==> config.mk <==
export PLATFORM = sky130hd
export DESIGN_NAME = mem_port_arbiter
export DESIGN_NICKNAME = d
export VERILOG_FILES = /design/src/rtl/mem_port_arbiter.sv
export SDC_FILE = /design/constraint.sdc
export NUM_CORES = 1
export LEC_CHECK = 0
export ABC_AREA = 1
export CORE_AREA = 2 2 110 112
export DETAILED_ROUTE_END_ITERATION = 10
export DIE_AREA = 0 0 112 114
export PLACE_DENSITY_LB_ADDON = 0.08
export SETUP_SLACK_MARGIN = 0.2
export SLEW_MARGIN = 0
export SYNTH_ARGS = -nofsm -noshare
export SYNTH_HDL_FRONTEND = slang
export SYNTH_SLANG_ARGS = --single-unit
==> constraint.sdc <==
create_clock -name clk -period 3.5 [get_ports clk]
set_input_delay 0.525 -clock clk [delete_from_list [all_inputs] [get_ports clk]]
set_output_delay 0.525 -clock clk [all_outputs]
set_load 0.02 [all_outputs]
==> src/rtl/mem_port_arbiter.sv <==
// Shares the single memory port between instruction fetch and data access; MA has priority, IF gets one grant after MA_BURST_MAX MA grants.
// Grant takes effect one cycle after the IDLE decision; request/response paths are combinational pass-through.
// Requesters see mem_req_ready as their ready; response readiness passes back from the owner (or forced high to drain a cancelled fetch).
module mem_port_arbiter #(
    parameter int MA_BURST_MAX = 4,
    parameter int ADDR_W       = 32
) (
    input  logic              clk,
    input  logic              rst,
    input  logic              if_req_valid,
    output logic              if_req_ready,
    input  logic [ADDR_W-1:0] if_addr,
    output logic              if_resp_valid,
    input  logic              if_resp_ready,
    output logic [31:0]       if_rdata,
    input  logic              if_cancel,
    input  logic              ma_req_valid,
    output logic              ma_req_ready,
    input  logic [ADDR_W-1:0] ma_addr,
    input  logic              ma_wen,
    input  logic [31:0]       ma_wdata,
    input  logic [3:0]        ma_wstrb,
    output logic              ma_resp_valid,
    input  logic              ma_resp_ready,
    output logic [31:0]       ma_rdata,
    output logic              mem_req_valid,
    input  logic              mem_req_ready,
    output logic [ADDR_W-1:0] mem_addr,
    output logic              mem_wen,
    output logic [31:0]       mem_wdata,
    output logic [3:0]        mem_wstrb,
    input  logic              mem_resp_valid,
    output logic              mem_resp_ready,
    input  logic [31:0]       mem_rdata
);

    typedef enum logic [2:0] {
        IDLE,
        IF_REQ,
        IF_RESP,
        MA_REQ,
        MA_RESP
    } state_t;

    localparam logic [3:0] BURST_MAX = 4'(MA_BURST_MAX);

    state_t     state, state_nxt;
    logic [3:0] burst_cnt, burst_cnt_nxt;
    logic       discard, discard_nxt;
    logic       if_drop;
    logic       resp_take;

    always_ff @(posedge clk) begin
        if (rst) begin
            state     <= IDLE;
            burst_cnt <= 4'd0;
            discard   <= 1'b0;
        end else begin
            state     <= state_nxt;
            burst_cnt <= burst_cnt_nxt;
            discard   <= discard_nxt;
        end
    end

    always_comb begin
        state_nxt      = state;
        burst_cnt_nxt  = burst_cnt;
        discard_nxt    = discard;
        if_drop        = 1'b0;
        resp_take      = 1'b0;
        if_req_ready   = 1'b0;
        if_resp_valid  = 1'b0;
        if_rdata       = '0;
        ma_req_ready   = 1'b0;
        ma_resp_valid  = 1'b0;
        ma_rdata       = '0;
        mem_req_valid  = 1'b0;
        mem_addr       = '0;
        mem_wen        = 1'b0;
        mem_wdata      = '0;
        mem_wstrb      = '0;
        mem_resp_ready = 1'b0;

        case (state)
            IDLE: begin
                // MA wins unless IF has already waited out a full MA burst
                if (ma_req_valid && (!if_req_valid || burst_cnt < BURST_MAX)) begin
                    state_nxt     = MA_REQ;
                    burst_cnt_nxt = if_req_valid ? burst_cnt + 4'd1 : 4'd0;
                end else if (if_req_valid) begin
                    state_nxt     = IF_REQ;
                    burst_cnt_nxt = 4'd0;
                end
            end
            IF_REQ: begin
                mem_req_valid = 1'b1;
                mem_addr      = if_addr;
                if_req_ready  = mem_req_ready;
                if (if_cancel) begin
                    discard_nxt = 1'b1;
                end
                if (mem_req_ready) begin
                    state_nxt = IF_RESP;
                end
            end
            IF_RESP: begin
                // A cancelled fetch is still drained from memory, just never shown to IF
                if_drop        = discard | if_cancel;
                resp_take      = if_drop | if_resp_ready;
                if_resp_valid  = mem_resp_valid & ~if_drop;
                if_rdata       = mem_rdata;
                mem_resp_ready = resp_take;
                if (if_cancel) begin
                    discard_nxt = 1'b1;
                end
                if (mem_resp_valid && resp_take) begin
                    state_nxt   = IDLE;
                    discard_nxt = 1'b0;
                end
            end
            MA_REQ: begin
                mem_req_valid = 1'b1;
                mem_addr      = ma_addr;
                mem_wen       = ma_wen;
                mem_wdata     = ma_wdata;
                mem_wstrb     = ma_wstrb;
                ma_req_ready  = mem_req_ready;
                if (mem_req_ready) begin
                    state_nxt = ma_wen ? IDLE : MA_RESP;
                end
            end
            MA_RESP: begin
                ma_resp_valid  = mem_resp_valid;
                ma_rdata       = mem_rdata;
                mem_resp_ready = ma_resp_ready;
                if (mem_resp_valid && ma_resp_ready) begin
                    state_nxt = IDLE;
                end
            end
            default: begin
                state_nxt = IDLE;
            end
        endcase
    end

endmodule
# Yosys cells after proc, flatten, opt, wreduce, memory -nomap -nowiden
# Cells that the tools add are included.
# classes
n_addsub	1
magnitude_cmp	1
n_eq_ne	9
mux	26
bitwise_logic	4
n_reduce_logical	11
# ops
cell	n
$mux W32	3
$pmux W32 S2	1
$mux W3	7
$mux W4	4
$pmux W3 S5	1
$mux W1	8
$ne A2 B2 Y1 const B	4
$eq A3 B2 Y1 const B	2
$reduce_and A5 Y1	1
$add A4 B1 Y4 const B	1
$lt A4 B3 Y1 const B	1
$pmux W1 S2	2
$reduce_bool A2 Y1	2
$eq A3 B1 Y1 const B	1
$eq A3 B3 Y1 const B	1
$logic_and A1 B1 Y1	3
$logic_not A3 Y1	1
$ne A3 B3 Y1 const B	1
$or A1 B1 Y1	2
$reduce_and A2 Y1	1
$reduce_or A2 Y1	1
$and A1 B1 Y1	1
$logic_not A1 Y1	1
$logic_or A1 B1 Y1	1
$not A1 Y1	1
# word_totals
regBits	8
out_inout_bits	139
elab_cells	55

# Depth between registers and ports, before layout
# depth
ltp_word	5
ltp_mapped	8

# Least setup slack after synthesis
# OpenSTA, ideal clock, no wires.
# synth_timing
path_kind	register -> output
from	register state[1]
to	output if_rdata[10]
arrival_time_ps	1195
required_ps	2975
path_slack_ps	1780
path_stages_with_launch	6
path_buffers	1
cell_sequence	dfxtp_1 -> inv_2 -> nor3_2 -> inv_2 -> clkbuf_1 -> nor2_1
# synth_via
elab_chain_len	2
# synth_lines
item	line_no	rtl
from (decl)	47	state_t state, state_nxt;
from (signal assigned)	59	state <= state_nxt;
$eq A3 B2 Y1	84	case (state)
$mux W32	84	
to (decl)	15	output logic [31:0] if_rdata,
# No other way between the ends.

# Final worst setup path
# layout_timing
from	register state[1]
to	output if_resp_valid
# layout_via
elab_chain_len	2
# layout_lines
item	line_no	rtl
$eq A3 B2 Y1	84	
$mux W1	84	
to (decl)	13	output logic if_resp_valid,
# No other way between the ends.

==> impl_metrics.json <==
{
  "status": "finished clean",
  "grt-busiest-layer": "met2",
  "grt_usage": 0.134,
  "clock_path_buffers": 2,
  "r2r-end": "state[1]",
  "power_w": 0.00207,
  "cp_cell_sequence": "inv_2 > nor3_2 > inv_2 > nor3_1 > clkdlybuf4s50_1",
  "ys_async_sr_fraction": 0,
  "place_congestion": 0.753,
  "synth_top_cell_by_area": "inv_1",
  "num_rows": 40,
  "min_period_over_period": 0.738,
  "critical_path_class": "reg -> out",
  "rsz0062_at_grt": "false",
  "drive_gt1_frac": 0.0288,
  "cellLeakagePower_nw": 2.30,
  "die_y_um": 114,
  "r2r_slack_ps": 1720,
  "drt-total-wl_mm": 9.30,
  "synth_most_common_cell": "inv_1",
  "worst_ep_required_time_ps": 2970,
  "ir_drop_mv": 0.179,
  "post-dp-hpwl_mm": 7.76,
  "synthCells": 355,
  "end_kind": "output pin",
  "cellPowerDensity_nw_per_um2": 445,
  "postCtsSetupBuffers": 0,
  "nets": 771,
  "clock_latency_ps": 230,
  "maxCapViolCount": 0,
  "min_path_type": "reg -> reg",
  "synth_common_cells": "139 x inv_1, 113 x nor2_1, 32 x o22ai_1",
  "cpMaxStageDelayCell": "clkdlybuf4s50_1",
  "antenna_found_initial": 0,
  "grt_util_met3": 0.0351,
  "numPortBuffers": 280,
  "relSlewSlack": 0.595,
  "fin_skew_ps": 0.580,
  "tightest_slew_ps": 607,
  "drt_pre_antenna_iters": 4,
  "grt_pass1_wl_mm": 14.0,
  "syn-mean-instance-area_sq_um": 4.56,
  "hp-start": "burst_cnt[3]",
  "routedWlPerCell_um": 12.0,
  "dp.cells": 770,
  "cpPeakStageDelay_ps": 640,
  "final_max_slew_viol_count": 0,
  "setup_viol": 0,
  "syn-num-nets": 498,
  "crit_top_cell": "inv_2",
  "clockRootBuffer": "clkbuf_16",
  "routed_via_density": 3.81,
  "whs_path_depth": 2,
  "area_growth_pct": 187,
  "grt_pass1_vias": 2834,
  "rr_worst_depth": 8,
  "synth-warning-count": 0,
  "ios": 281,
  "start_util": 0.138,
  "core_sq_um": 11700,
  "tritoncts": "built",
  "htreeDepth": 1,
  "hold_slack_ps": 429,
  "yosysTopAreaCellShare": 0.322,
  "die_width_um": 112,
  "synth_area_sq_um": 1620,
  "grt_max_degree": 43,
  "numCtsBuffers": 3,
  "fmax_ghz": 0.387,
  "synthFlopType": "dfxtp_1",
  "fin_crit_ps": 2580,
  "yosysSeqAreaShare": 0.0988,
  "synth_cell_type_count": 21,
  "worst-endpoint-arrival_ps": 2060,
  "vias": 2947,
  "synth.area.top_cells": "inv_1 32%, nor2_1 26%, o22ai_1 12%",
  "tns_ps": 0,
  "cp-start-kind": "flop",
  "finalNonFillerCells": 773,
  "design.die.area_sq_um": 12800,
  "antenna_left": 0,
  "hold_viol": 0,
  "n_antenna_cell": 0,
  "hold_end": "burst_cnt[3]",
  "cts.clk_slew.worst_paths_ps": 40,
  "reg2reg_from": "state[2]",
  "synth_edf_count": 0,
  "holdBufCountCts": 0,
  "grt.overflow.total": 0,
  "drt_iter0_markers": 105,
  "synth.ff_latch_count": 8,
  "path_max_fanout": 35,
  "cts.repair.resized": 0,
  "grt_use_met2": 0.267,
  "gr-usage-met1": 0.139,
  "post-route-drc-count": 0,
  "cts_sinks": 8
}
[worst max-delay path, delay by kind of cell, from the launching register on]
kind / cells / cell delay, ps
buf+inv: 3 / 1020
simple gates: 2 / 430
flops: 1 / 380
[how the worst max path moves through the flow]
stage	startpoint	to	slack, ps
2_1_floorplan	state[1]	if_rdata[10]	1780
5_1_grt	state[1]	if_resp_valid	670
6_report	state[1]	if_resp_valid	920
3_3_place_gp	if_cancel	if_resp_valid	1050
4_1_cts	state[2]	mem_addr[21]	870
3_5_place_dp	if_cancel	if_resp_valid	1040
[final cells by class]
type | instances | area, sq um
fillers | 1218 | 7060
well taps | 147 | 184
flip-flops and latches | 8 | 160
inverters | 143 | 537
multi-input cells | 188 | 863
repair buffers | 284 | 2830
clock buffers | 3 | 75.1
[stage by stage]
stage / area [sq um] / utilization / setup WS [ps]
3_5_place_dp: 4580 / 0.391 / 1040
6_report: 4650 / 0.397 / 917
4_1_cts: 4650 / 0.397 / 875
3_3_place_gp: 4580 / 0.391 / 1050
2_1_floorplan: 1620 / - / 1780
5_1_grt: 4650 / 0.397 / 669
[power by group]
part           switching [W]  internal, W
Clock              0.0000429     0.000147
Sequential         0.0000307     0.000123
Combinational       0.000935     0.000793
[metal layers]
layer,vias to the layer above,part of all wire,wire (um)
met1,1222,0.36,3360
li1,1538,-,-
met4,0,0.013,119
met5,-,0,0
met3,8,0.10,951
met2,179,0.52,4880
[flip-flops by register name (all words and copies together) (netlist names)]
name	count
state	3
discard	1
burst_cnt	4
[cell families (layout without fill, tap and decap cells)]
kind of cell             after synthesis  after routing  share of synthesized area
adder cells (fa/ha/maj)                1              1                    0.00772
AND/OR/NAND/NOR                      145            145                      0.368
flip-flops                             8              8                     0.0988
AO/OA/AOI/OAI                         42             42                      0.158
buffers and inverters                159            430                      0.368
[cells in the final DEF (no fill, tap or decap), drive strengths merged, types with 3 or more instances in the layout]
cell type      Yosys  final
clkdlybuf4s50      0    280
inv              143    143
nor2             115    115
o22ai             32     32
nand2             19     19
dfxtp              8      8
nand3              6      6
o21ai              5      5
a21oi              4      4
buf                4      4
clkbuf            12      3
Power figures use the tool's default switching activity.
